[src/rtl/uart_rx_deserializer.sv]
// uart_rx_deserializer: 8N1 asynchronous serial receiver.
//   Oversamples the line at 16x the bit rate using a fractional baud accumulator.
//   Majority-votes three mid-bit samples, rejects start-bit glitches and checks
//   the stop bit. Bytes are delivered through a one-entry valid/ready register.
// Ports:
//   i_clk            system clock
//   i_reset          asynchronous active-high reset
//   i_rx             raw serial line, idle high, asynchronous to i_clk
//   o_data[7:0]      received byte, stable while o_valid is high
//   o_valid          holding register full
//   i_ready          consumer accepts o_data when o_valid && i_ready
//   o_framing_error  one-cycle pulse when a stop bit is sampled low
//   o_overrun        one-cycle pulse when a completed byte is dropped
module uart_rx_deserializer #(
  parameter int unsigned CLK_FREQUENCY = 10000000,
  parameter int unsigned BAUD_RATE     = 57600,
  parameter int unsigned ACC_WIDTH     = 32
) (
  input  logic       i_clk,
  input  logic       i_reset,
  input  logic       i_rx,
  output logic [7:0] o_data,
  output logic       o_valid,
  input  logic       i_ready,
  output logic       o_framing_error,
  output logic       o_overrun
);

  localparam logic [ACC_WIDTH-1:0] LP_INC = ACC_WIDTH'(16 * BAUD_RATE);
  localparam logic [ACC_WIDTH-1:0] LP_CLK = ACC_WIDTH'(CLK_FREQUENCY);

  typedef enum logic [2:0] {StIdle, StStart, StData, StStop, StBreak} state_e;

  state_e               r_state, w_state_nxt;
  logic [1:0]           r_sync;
  logic [ACC_WIDTH-1:0] r_acc;
  logic [3:0]           r_phase, w_phase_nxt;
  logic [2:0]           r_bit_idx, w_bit_idx_nxt;
  logic [7:0]           r_shreg, w_shreg_nxt;
  logic                 r_s7, w_s7_nxt;
  logic                 r_s8, w_s8_nxt;
  logic [7:0]           r_data;
  logic                 r_valid;
  logic                 r_framing_error;
  logic                 r_overrun;

  logic                 w_rx;
  logic [ACC_WIDTH-1:0] w_acc_sum;
  logic                 w_tick;
  logic                 w_mid;
  logic                 w_end;
  logic                 w_vote;
  logic                 w_deliver;
  logic                 w_ferr;

  // Two-flop synchroniser; idles high so reset never looks like a start edge.
  always_ff @(posedge i_clk or posedge i_reset) begin
    if (i_reset) begin
      r_sync <= 2'b11;
    end else begin
      r_sync <= {r_sync[0], i_rx};
    end
  end
  assign w_rx = r_sync[1];

  // Fractional accumulator: average tick rate is exactly 16*BAUD_RATE.
  assign w_acc_sum = r_acc + LP_INC;
  assign w_tick    = (w_acc_sum >= LP_CLK);

  always_ff @(posedge i_clk or posedge i_reset) begin
    if (i_reset) begin
      r_acc <= '0;
    end else if (w_tick) begin
      r_acc <= w_acc_sum - LP_CLK;
    end else begin
      r_acc <= w_acc_sum;
    end
  end

  assign w_mid  = w_tick && (r_phase == 4'd9);
  assign w_end  = w_tick && (r_phase == 4'd15);
  // Third sample is the live synchronised value at the phase-9 tick.
  assign w_vote = (r_s7 & r_s8) | (r_s7 & w_rx) | (r_s8 & w_rx);

  always_ff @(posedge i_clk or posedge i_reset) begin
    if (i_reset) begin
      r_state   <= StIdle;
      r_phase   <= 4'd0;
      r_bit_idx <= 3'd0;
      r_shreg   <= 8'd0;
      r_s7      <= 1'b1;
      r_s8      <= 1'b1;
    end else begin
      r_state   <= w_state_nxt;
      r_phase   <= w_phase_nxt;
      r_bit_idx <= w_bit_idx_nxt;
      r_shreg   <= w_shreg_nxt;
      r_s7      <= w_s7_nxt;
      r_s8      <= w_s8_nxt;
    end
  end

  always_comb begin
    w_state_nxt   = r_state;
    w_phase_nxt   = r_phase;
    w_bit_idx_nxt = r_bit_idx;
    w_shreg_nxt   = r_shreg;
    w_s7_nxt      = r_s7;
    w_s8_nxt      = r_s8;
    w_deliver     = 1'b0;
    w_ferr        = 1'b0;

    if (w_tick) begin
      w_phase_nxt = r_phase + 4'd1;
      if (r_phase == 4'd7) w_s7_nxt = w_rx;
      if (r_phase == 4'd8) w_s8_nxt = w_rx;
    end

    unique case (r_state)
      StIdle: begin
        if (!w_rx) begin
          w_phase_nxt = 4'd0;
          w_state_nxt = StStart;
        end
      end
      StStart: begin
        if (w_mid && w_vote) begin
          w_state_nxt = StIdle;
        end else if (w_end) begin
          w_bit_idx_nxt = 3'd0;
          w_state_nxt   = StData;
        end
      end
      StData: begin
        if (w_mid) begin
          w_shreg_nxt = {w_vote, r_shreg[7:1]};
        end
        if (w_end) begin
          if (r_bit_idx == 3'd7) begin
            w_state_nxt = StStop;
          end else begin
            w_bit_idx_nxt = r_bit_idx + 3'd1;
          end
        end
      end
      StStop: begin
        // Leave at mid-stop-bit so the next start edge can be caught early.
        if (w_mid) begin
          if (w_vote) begin
            w_deliver   = 1'b1;
            w_state_nxt = StIdle;
          end else begin
            w_ferr      = 1'b1;
            w_state_nxt = StBreak;
          end
        end
      end
      StBreak: begin
        // Wait out a held-low line so it cannot be decoded as 0x00 bytes.
        if (w_rx) w_state_nxt = StIdle;
      end
      default: w_state_nxt = StIdle;
    endcase
  end

  // Holding register; a delivery wins over a same-cycle consume.
  always_ff @(posedge i_clk or posedge i_reset) begin
    if (i_reset) begin
      r_data          <= 8'd0;
      r_valid         <= 1'b0;
      r_framing_error <= 1'b0;
      r_overrun       <= 1'b0;
    end else begin
      r_framing_error <= w_ferr;
      r_overrun       <= w_deliver && r_valid && !i_ready;
      if (w_deliver) begin
        if (!r_valid || i_ready) begin
          r_data  <= r_shreg;
          r_valid <= 1'b1;
        end
      end else if (r_valid && i_ready) begin
        r_valid <= 1'b0;
      end
    end
  end

  assign o_data          = r_data;
  assign o_valid         = r_valid;
  assign o_framing_error = r_framing_error;
  assign o_overrun       = r_overrun;

endmodule

[config.mk]
export PLATFORM = sky130hd
export DESIGN_NAME = uart_rx_deserializer
export DESIGN_NICKNAME = d
export VERILOG_FILES = /design/src/rtl/uart_rx_deserializer.sv
export SDC_FILE = /design/constraint.sdc
export NUM_CORES = 1
export LEC_CHECK = 0
export CORE_ASPECT_RATIO = 1.25
export CORE_UTILIZATION = 55
export CTS_BUF_LIST = sky130_fd_sc_hd__clkbuf_8
export DETAILED_ROUTE_END_ITERATION = 8
export PLACE_DENSITY = 0.74
export SLEW_MARGIN = 10
export SYNTH_ARGS = -nofsm -noshare
export SYNTH_HDL_FRONTEND = slang
export SYNTH_SLANG_ARGS = --single-unit
[constraint.sdc]
create_clock -name i_clk -period 4.51 [get_ports i_clk]
set_clock_uncertainty 0.05 [all_clocks]
set_input_delay 0.6765 -clock i_clk [delete_from_list [all_inputs] [get_ports i_clk]]
set_output_delay 0.6765 -clock i_clk [all_outputs]
set_load 0.02 [all_outputs]
# Yosys cells after proc, flatten, opt, wreduce, memory -nomap -nowiden
# Cells that the tools add are included.
# Widths: inputs -> output; s select.
# word_totals
input_bits	4
ff_bits	65
memories	0
latchBits	0
word_cells	87
rom_bits	0
out_inout_bits	11
ram_bits	0
# classes
add_sub_neg	4
reduce_logical	19
eq_ne	19
mul	0
n_bitwise	5
n_mux	27
div_mod_pow	0
shift	0
order_cmp	1
# ops
operator	count
$mux 3	12
$add 32x20->32 const B	1
$ge 32x24->1 const B	1
$mux 32	1
$sub 32x24->32 const B	1
$ne 2x2->1 const B	8
$pmux 3 s5	1
$eq 4x4->1 const B	3
$mux 4	3
$reduce_and 2->1	5
$mux 1	9
$eq 3x2->1 const B	2
$eq 3x3->1 const B	2
$logic_and 1x1->1	6
$pmux 3 s2	1
$reduce_and 6->1	1
$reduce_and 5->1	1
$add 4x1->4 const B	1
$eq 4x3->1 const B	1
$reduce_bool 2->1	2
$add 3x1->3 const B	1
$and 1x1->1	3
$eq 3x1->1 const B	1
$logic_not 3->1	1
other kinds (5)	7

# Longest topological paths before layout
# Gate-level depths: netlist (run 1).
# logic_depth
word_depth	8
depth_mapped	13
ltp_nobuf	10

# Least setup slack after synthesis (run 1)
# Ideal clock, no wire load.
# synth_path
kind	register to register
start	register r_acc[12]
end	register r_shreg[0]
n_path_buf	2
synth_period_minus_slack_ns	3.030
t_required_ns	4.335
arrival_ns	2.855
setup_time_ns	0.125
slack_ns	1.480
path_stages_with_launch	12
cell_sequence	dfrtp_1 -> ha_1 -> nand4_1 -> nand2_1 -> nand3_1 -> or4_1 -> a31o_1 -> buf_6 -> or3_1 -> buf_6 -> nand4_4 -> mux2_2
# synth_via
elab_chain_len	4
# synth_lines
item	line_no	text
start: declaration	36	logic [ACC_WIDTH-1:0] r_acc;
start signal: assignment	74	r_acc <= w_acc_sum - LP_CLK;
start signal: assignment	76	r_acc <= w_acc_sum;
$add 32x20->32	67	assign w_acc_sum = r_acc + LP_INC;
$ge 32x24->1	68	assign w_tick = (w_acc_sum >= LP_CLK);
$logic_and 1x1->1	80	assign w_mid = w_tick && (r_phase == 4'd9);
$reduce_and 2->1 (no source line)	n/a	
end signal: assignment	97	r_shreg <= w_shreg_nxt;
end: declaration	39	logic [7:0] r_shreg, w_shreg_nxt;
# No other way between the ends.
# A chain may end at the register's enable or synchronous reset.

# Worst setup path in the final report (run 1)
# layout_path
start	register r_acc[12]
end	register r_shreg[4]
# Same word-level chain as after synthesis.

==> results.cfg, run 1 <==
[cells_and_area]
final_nets = 358
final_layout_size_suffix_gt1_share_pct = 14.86
final_area_um2 = 3749
multi_input_area_um2 = 1764
final_common_cell = dfrtp_1
n_fill_cell = 458
num_antenna_cells = 0
most-common-layout-cells = 54 x dfrtp_1, 28 x nand2_1, 27 x nor2_1, 24 x xnor2_1, 19 x mux2_2
synthToLayoutAreaGrowth_pct = 11.67
seqCellArea_um2 = 1456

[synthesis]
yosysWarnings = 0
synth-main-ff-cell = dfrtp_1
ys_types = 60
ys_seq_area_share_pct = 43.38
async_flop_share_pct = 100.0
yosys.area.top_type = dfrtp_1
synth_top_area_share_pct = 40.25
synth_cells = 330
ys_ff_latch = 58
avgSynthCellArea_um2 = 10.17
synthTopCellsByArea = dfrtp_1 40%, mux2_2 6.4%, xnor2_1 6.3%
synth_fp_nets = 343
synth_edf_count = 0
netlist_area_um2 = 3357

[die]
io_pins = 15
initial_utilization_pct = 57.32
die_h_um = 89.35
rows = 31
coreArea_um2 = 5857
die_area_um2 = 6422
die_x_um = 71.88

[setup_path]
endpoint_kind = register
critPathMaxStageDelay_ps = 680
cp.required_ps = 4690
critical_path_class = register to register
path_cells = ha_1, nand4_1, nand2_1, nand3_1, or4_1, a31o_1, or3_1, nand4_4, mux2_2
startpoint_type = register
crit_fanout = 18
critPathSlowestCell = or3_1
cp.arrival_ps = 3790

[clocking]
cts_tree = done
numCtsBuffers = 9
path_clk_slew_ps = 70
clockBufferDepth = 2
cts_root_buf = clkbuf_8
cts_setup_buffers = 0
cts_max_level = 3
clk_latency_ps = 340
ctsHoldBuffers = 0
clock_sinks = 58
cts-resized-gates = 0

[timing]
period_share_pct = 80.06
timing.final.crit_period_ps = 3611
rsz0062_at_grt = no
whs_ps = 304.2
setup_viol = 0
maxSlewViolCount = 0
fmax_mhz = 277.0
setup-tns-final_ps = 0
worst_pin_slew_ps = 782.9
relSlewSlack_pct = 47.32
hold_viol = 0

[detailed_routing]
vias = 2443
ant_nets = 0
drc_errors = 0
wire_per_inst_um = 14.91
dr.pass1.iters = 6
viasPerCell = 5.655
drt-initial-drc-count = 112
wirelength_mm = 6.439

[pwr]
irDropWorstVdd_uv = 223.3
p_leak_uw = 0.001676
power_density_nw_per_um2 = 282.9
power.total_uw = 1060

[global_route]
grt_pass1_wl_mm = 11.30
grt_pass1_vias = 2530
track_usage_pct = 23.19
antenna_found_initial = 0
grt_max_degree = 39
gr-total-overflow = 0

[place]
place_congestion = 0.8968
dpl_cell_area_um2 = 3531
dp_hpwl_mm = 4.646
place.port_buffers = 14

[status]
status = finished clean

[worst_hold_path]
hold_class = register to register

[job]
max-cap-violations = 0
final cells by class:
class,count,area share (%)
Clock buffer,9,3.304
Clock inverter,7,2.503
Inverter,14,1.402
Multi-Input combinational cell,246,47.06
Sequential cell,58,38.85
Tap cell,82,2.737
Timing Repair Buffer,16,4.139
power breakdown:
group	internal [uW]	total, uW	switching, uW
Clock	309	525	215
Combinational	3.05	13.2	10.1
Sequential	522	523	0.770
critical path, delay by kind of cell (launching register included):
kind	cells	cell delay, ps
AO/OA/AOI/OAI	1	330
flip-flops	1	470
adder cells (fa/ha/maj)	1	280
multiplexers	1	360
AND/OR/NAND/NOR	6	2000
sequential cells by signal (all words and copies together) (netlist names):
signal           count
o_data               8
o_framing_error      1
o_overrun            1
o_valid              1
r_acc               25
r_bit_idx            3
r_phase              4
r_s7                 1
r_s8                 1
r_shreg              8
r_state              3
r_sync               2
routing by layer:
layer  global-route usage, %  part of all wire [%]  vias up
li1                        -                     -     1197
met1                   27.46                    43     1169
met2                   38.51                    49       59
met3                   4.735                   4.1       18
met4                   15.33                   3.2        0
met5                       0                     0        -
stage by stage:
stage / util [%] / setup slack, ps / std cells
after global placement: 60.29 / 1046 / 416
after global routing: 64.00 / 592.4 / 432
after detailed placement: 60.29 / 917.0 / 416
final: 64.00 / 899.4 / 432
after CTS: 64.00 / 898.8 / 432
after floorplan: - / 1480 / 330
path summary, 6_finish.rpt:
| check | slack (ps) | cells after the start | endpoint | startpoint |
|---|---|---|---|---|
| worst max-delay path | 900 | 9 | r_shreg[4] | r_acc[12] |
| worst min-delay path | 300 | 0 | r_sync[1] | r_sync[0] |
| max in group asynchronous | 2970 | 3 | r_acc[30] | i_reset |
| worst max register to register | 900 | 9 | r_shreg[4] | r_acc[12] |
| min in group asynchronous | 590 | 2 | o_data[2] | i_reset |
| worst min register to register | 300 | 0 | r_sync[1] | r_sync[0] |
cell usage after synthesis (all sizes together) (2+ instances only):
library cell,number
nor2b,4
clkbuf,4
nand2b,5
o311ai,2
or3,5
a31oi,2
dfrtp,54
nor2,28
and4,3
and3,5
xor2,17
mux2,19
ha,9
nand2,28
nand3,10
nor3b,3
a21oi,11
a31o,2
nor4,5
o31ai,6
dfstp,4
nand4,4
and2,5
a21o,2
nand3b,2
a211o,2
o21ai,9
mux2i,4
o211ai,2
xnor2,24
buf,8
inv,14
nor3,13
cells by family after synthesis:
group | after synthesis | share of synthesized area (%)
compound gates | 48 | 10.40
xor+xnor | 41 | 10.70
fa+ha+maj | 10 | 3.653
buf+inv | 26 | 4.062
flops | 58 | 43.38
mux | 23 | 7.566
simple gates | 124 | 20.24
Note: power is estimated with default switching activity, not from simulation.
==> run 2: changes to the inputs <==
--- a/config.mk
+++ b/config.mk
@@ -9,7 +9,7 @@
 export CORE_UTILIZATION = 55
 export CTS_BUF_LIST = sky130_fd_sc_hd__clkbuf_8
 export DETAILED_ROUTE_END_ITERATION = 8
-export PLACE_DENSITY = 0.74
+export PLACE_DENSITY = 0.76
 export SLEW_MARGIN = 10
 export SYNTH_ARGS = -nofsm -noshare
 export SYNTH_HDL_FRONTEND = slang
==> constraint.sdc (replaced) <==
create_clock -name i_clk -period 3.1 [get_ports i_clk]
set_clock_uncertainty 0.05 [all_clocks]
set_input_delay 0.465 -clock i_clk [delete_from_list [all_inputs] [get_ports i_clk]]
set_output_delay 0.465 -clock i_clk [all_outputs]
set_load 0.02 [all_outputs]
==> results.cfg, run 2 (synthesis results as in run 1) <==
[detailed_routing]
wire_per_inst_um = 14.91
ant_nets = 0
dr.pass1.iters = 4
drt-initial-drc-count = 221
wirelength_mm = 6.831
vias = 2547
drc_errors = 0
viasPerCell = 5.561

[clocking]
clock_sinks = 58
ctsHoldBuffers = 0
clk_latency_ps = 340
cts_tree = done
path_clk_slew_ps = 70
clockBufferDepth = 2
cts_root_buf = clkbuf_8
cts_max_level = 3
numCtsBuffers = 9

[timing]
maxSlewViolCount = 0
hold_viol = 0
setup_viol = 0
period_share_pct = 97.08
worst_pin_slew_ps = 798.6
fmax_mhz = 332.3
timing.final.crit_period_ps = 3009
relSlewSlack_pct = 46.27

[place]
dpl_cell_area_um2 = 3726
dp_hpwl_mm = 4.794
place_congestion = 0.8857
place_inst = 437
place.port_buffers = 14

[die]
io_pins = 15
die_x_um = 71.88
rows = 31
die_h_um = 89.35
die_area_um2 = 6422
coreArea_um2 = 5857
initial_utilization_pct = 57.32

[global_route]
busiest_layer = met2
grt_max_degree = 59
grt_use_met1_pct = 28.36
gr-total-overflow = 0
track_usage_pct = 23.43
grtUsageMet3_pct = 5.524
grt_use_met2_pct = 40.39
grt_pass1_wl_mm = 11.52
antenna_found_initial = 0
grt_pass1_vias = 2521

[cells_and_area]
final_nets = 384
synthToLayoutAreaGrowth_pct = 20.16
seqCellArea_um2 = 1456
n_fill_cell = 438
most-common-layout-cells = 54 x dfrtp_1, 28 x nand2_1, 27 x nor2_1, 24 x xnor2_1, 24 x buf_4
multi_input_area_um2 = 1789
final_common_cell = dfrtp_1
final_area_um2 = 4034
final_layout_size_suffix_gt1_share_pct = 21.54
final_util_pct = 68.87
instances_no_fill = 458
num_antenna_cells = 0
largest_reg_flops = 25
largest_register = r_acc

[pwr]
irDropWorstVdd_uv = 446.5
power_density_nw_per_um2 = 402.4
p_leak_uw = 0.001831

[setup_path]
path_cells = ha_2, nand4_1, buf_4, nor4_2, a311oi_4, o21ai_1, a21oi_2, or3_4, nand4_4, mux2_2
critPathMaxStageDelay_ps = 480
startpoint_type = register
reg2reg_depth = 10
critical_path_class = register to register
cp.required_ps = 3260
r2r_slack_ps = 90
cp.arrival_ps = 3170
critPathSlowestCell = or3_4
endpoint_kind = register
worstReg2RegStart = r_acc[13]
crit_fanout = 8
rr_endpoint = r_shreg[2]

[worst_hold_path]
hold_path_end = r_sync[1]
hold_path_depth = 0
min_from = r_sync[0]
hold_class = register to register

[status]
status = finished clean

[job]
max-cap-violations = 0
[run 2: critical path: cells and delay by family, from the launching register on]
family          cells  cell delay [ps]
compound gates      3              540
fa+ha+maj           1              210
buf+inv             1              220
flops               1              400
mux                 1              360
simple gates        4             1120
[run 2: layout make-up]
class                           instances  area share [%]
Clock inverter                          7           2.916
Multi-Input combinational cell        246           44.35
Tap cell                               82           2.543
Sequential cell                        58           36.10
Clock buffer                            9           3.071
Inverter                               14           1.303
Timing Repair Buffer                   42           9.708
[run 2: timing repair]
| action | 4_1_cts | 5_1_grt |
|---|---|---|
| cloned | 0 | 0 |
| pin swaps | 0 | 4 |
| setup buffers | 0 | 5 |
| gates resized for setup | 1 | 5 |
| endpoints found under the setup margin | 8 | 36 |
[run 2: worst max path at each step]
| stage | from | to | slack, ps |
|---|---|---|---|
| detailed placement | r_acc[13] | r_shreg[2] | -5 |
| CTS | r_acc[13] | o_data[7] | 60 |
| global placement | r_acc[13] | r_shreg[3] | 50 |
| finish | r_acc[13] | r_shreg[2] | 90 |
| global route | r_acc[13] | r_shreg[2] | -40 |
| floorplan | r_acc[12] | r_shreg[0] | 70 |
[run 2: metal layers]
layer / vias up / routed length [um]
met5: - / 0
met3: 11 / 255
met2: 52 / 3523
met4: 0 / 112
met1: 1248 / 2939
li1: 1236 / -
[run 2: power by group]
| part | switching [uW] | leakage [uW] | internal (uW) |
|---|---|---|---|
| Clock | 308 | 0.000123 | 533 |
| Combinational | 15.1 | 0.000966 | 6.32 |
| Sequential | 1.05 | 0.000742 | 759 |
[run 2: stage by stage]
| stage | hold WS (ps) | total power (uW) | setup WS [ps] | TNS (ps) |
|---|---|---|---|---|
| detailed placement | 298.7 | 797.0 | -5.264 | -5.264 |
| global placement | 299.2 | 797.0 | 53.87 | 0 |
| CTS | 310.4 | 1643 | 61.16 | 0 |
| global route | 317.0 | 1682 | -42.44 | -293.5 |
| finish | 307.9 | 1623 | 90.63 | 0 |
| floorplan | 295.2 | 785.3 | 70.27 | 0 |
==> run 3: changes to the inputs <==
--- a/config.mk
+++ b/config.mk
@@ -5,6 +5,7 @@
 export SDC_FILE = /design/constraint.sdc
 export NUM_CORES = 1
 export LEC_CHECK = 0
+export ABC_CLOCK_PERIOD_IN_PS = 3100
 export CORE_ASPECT_RATIO = 1.25
 export CORE_UTILIZATION = 55
 export CTS_BUF_LIST = sky130_fd_sc_hd__clkbuf_8
==> results of run 3 <==
The final DEF is identical to that of run 2; final timing and power are the same.
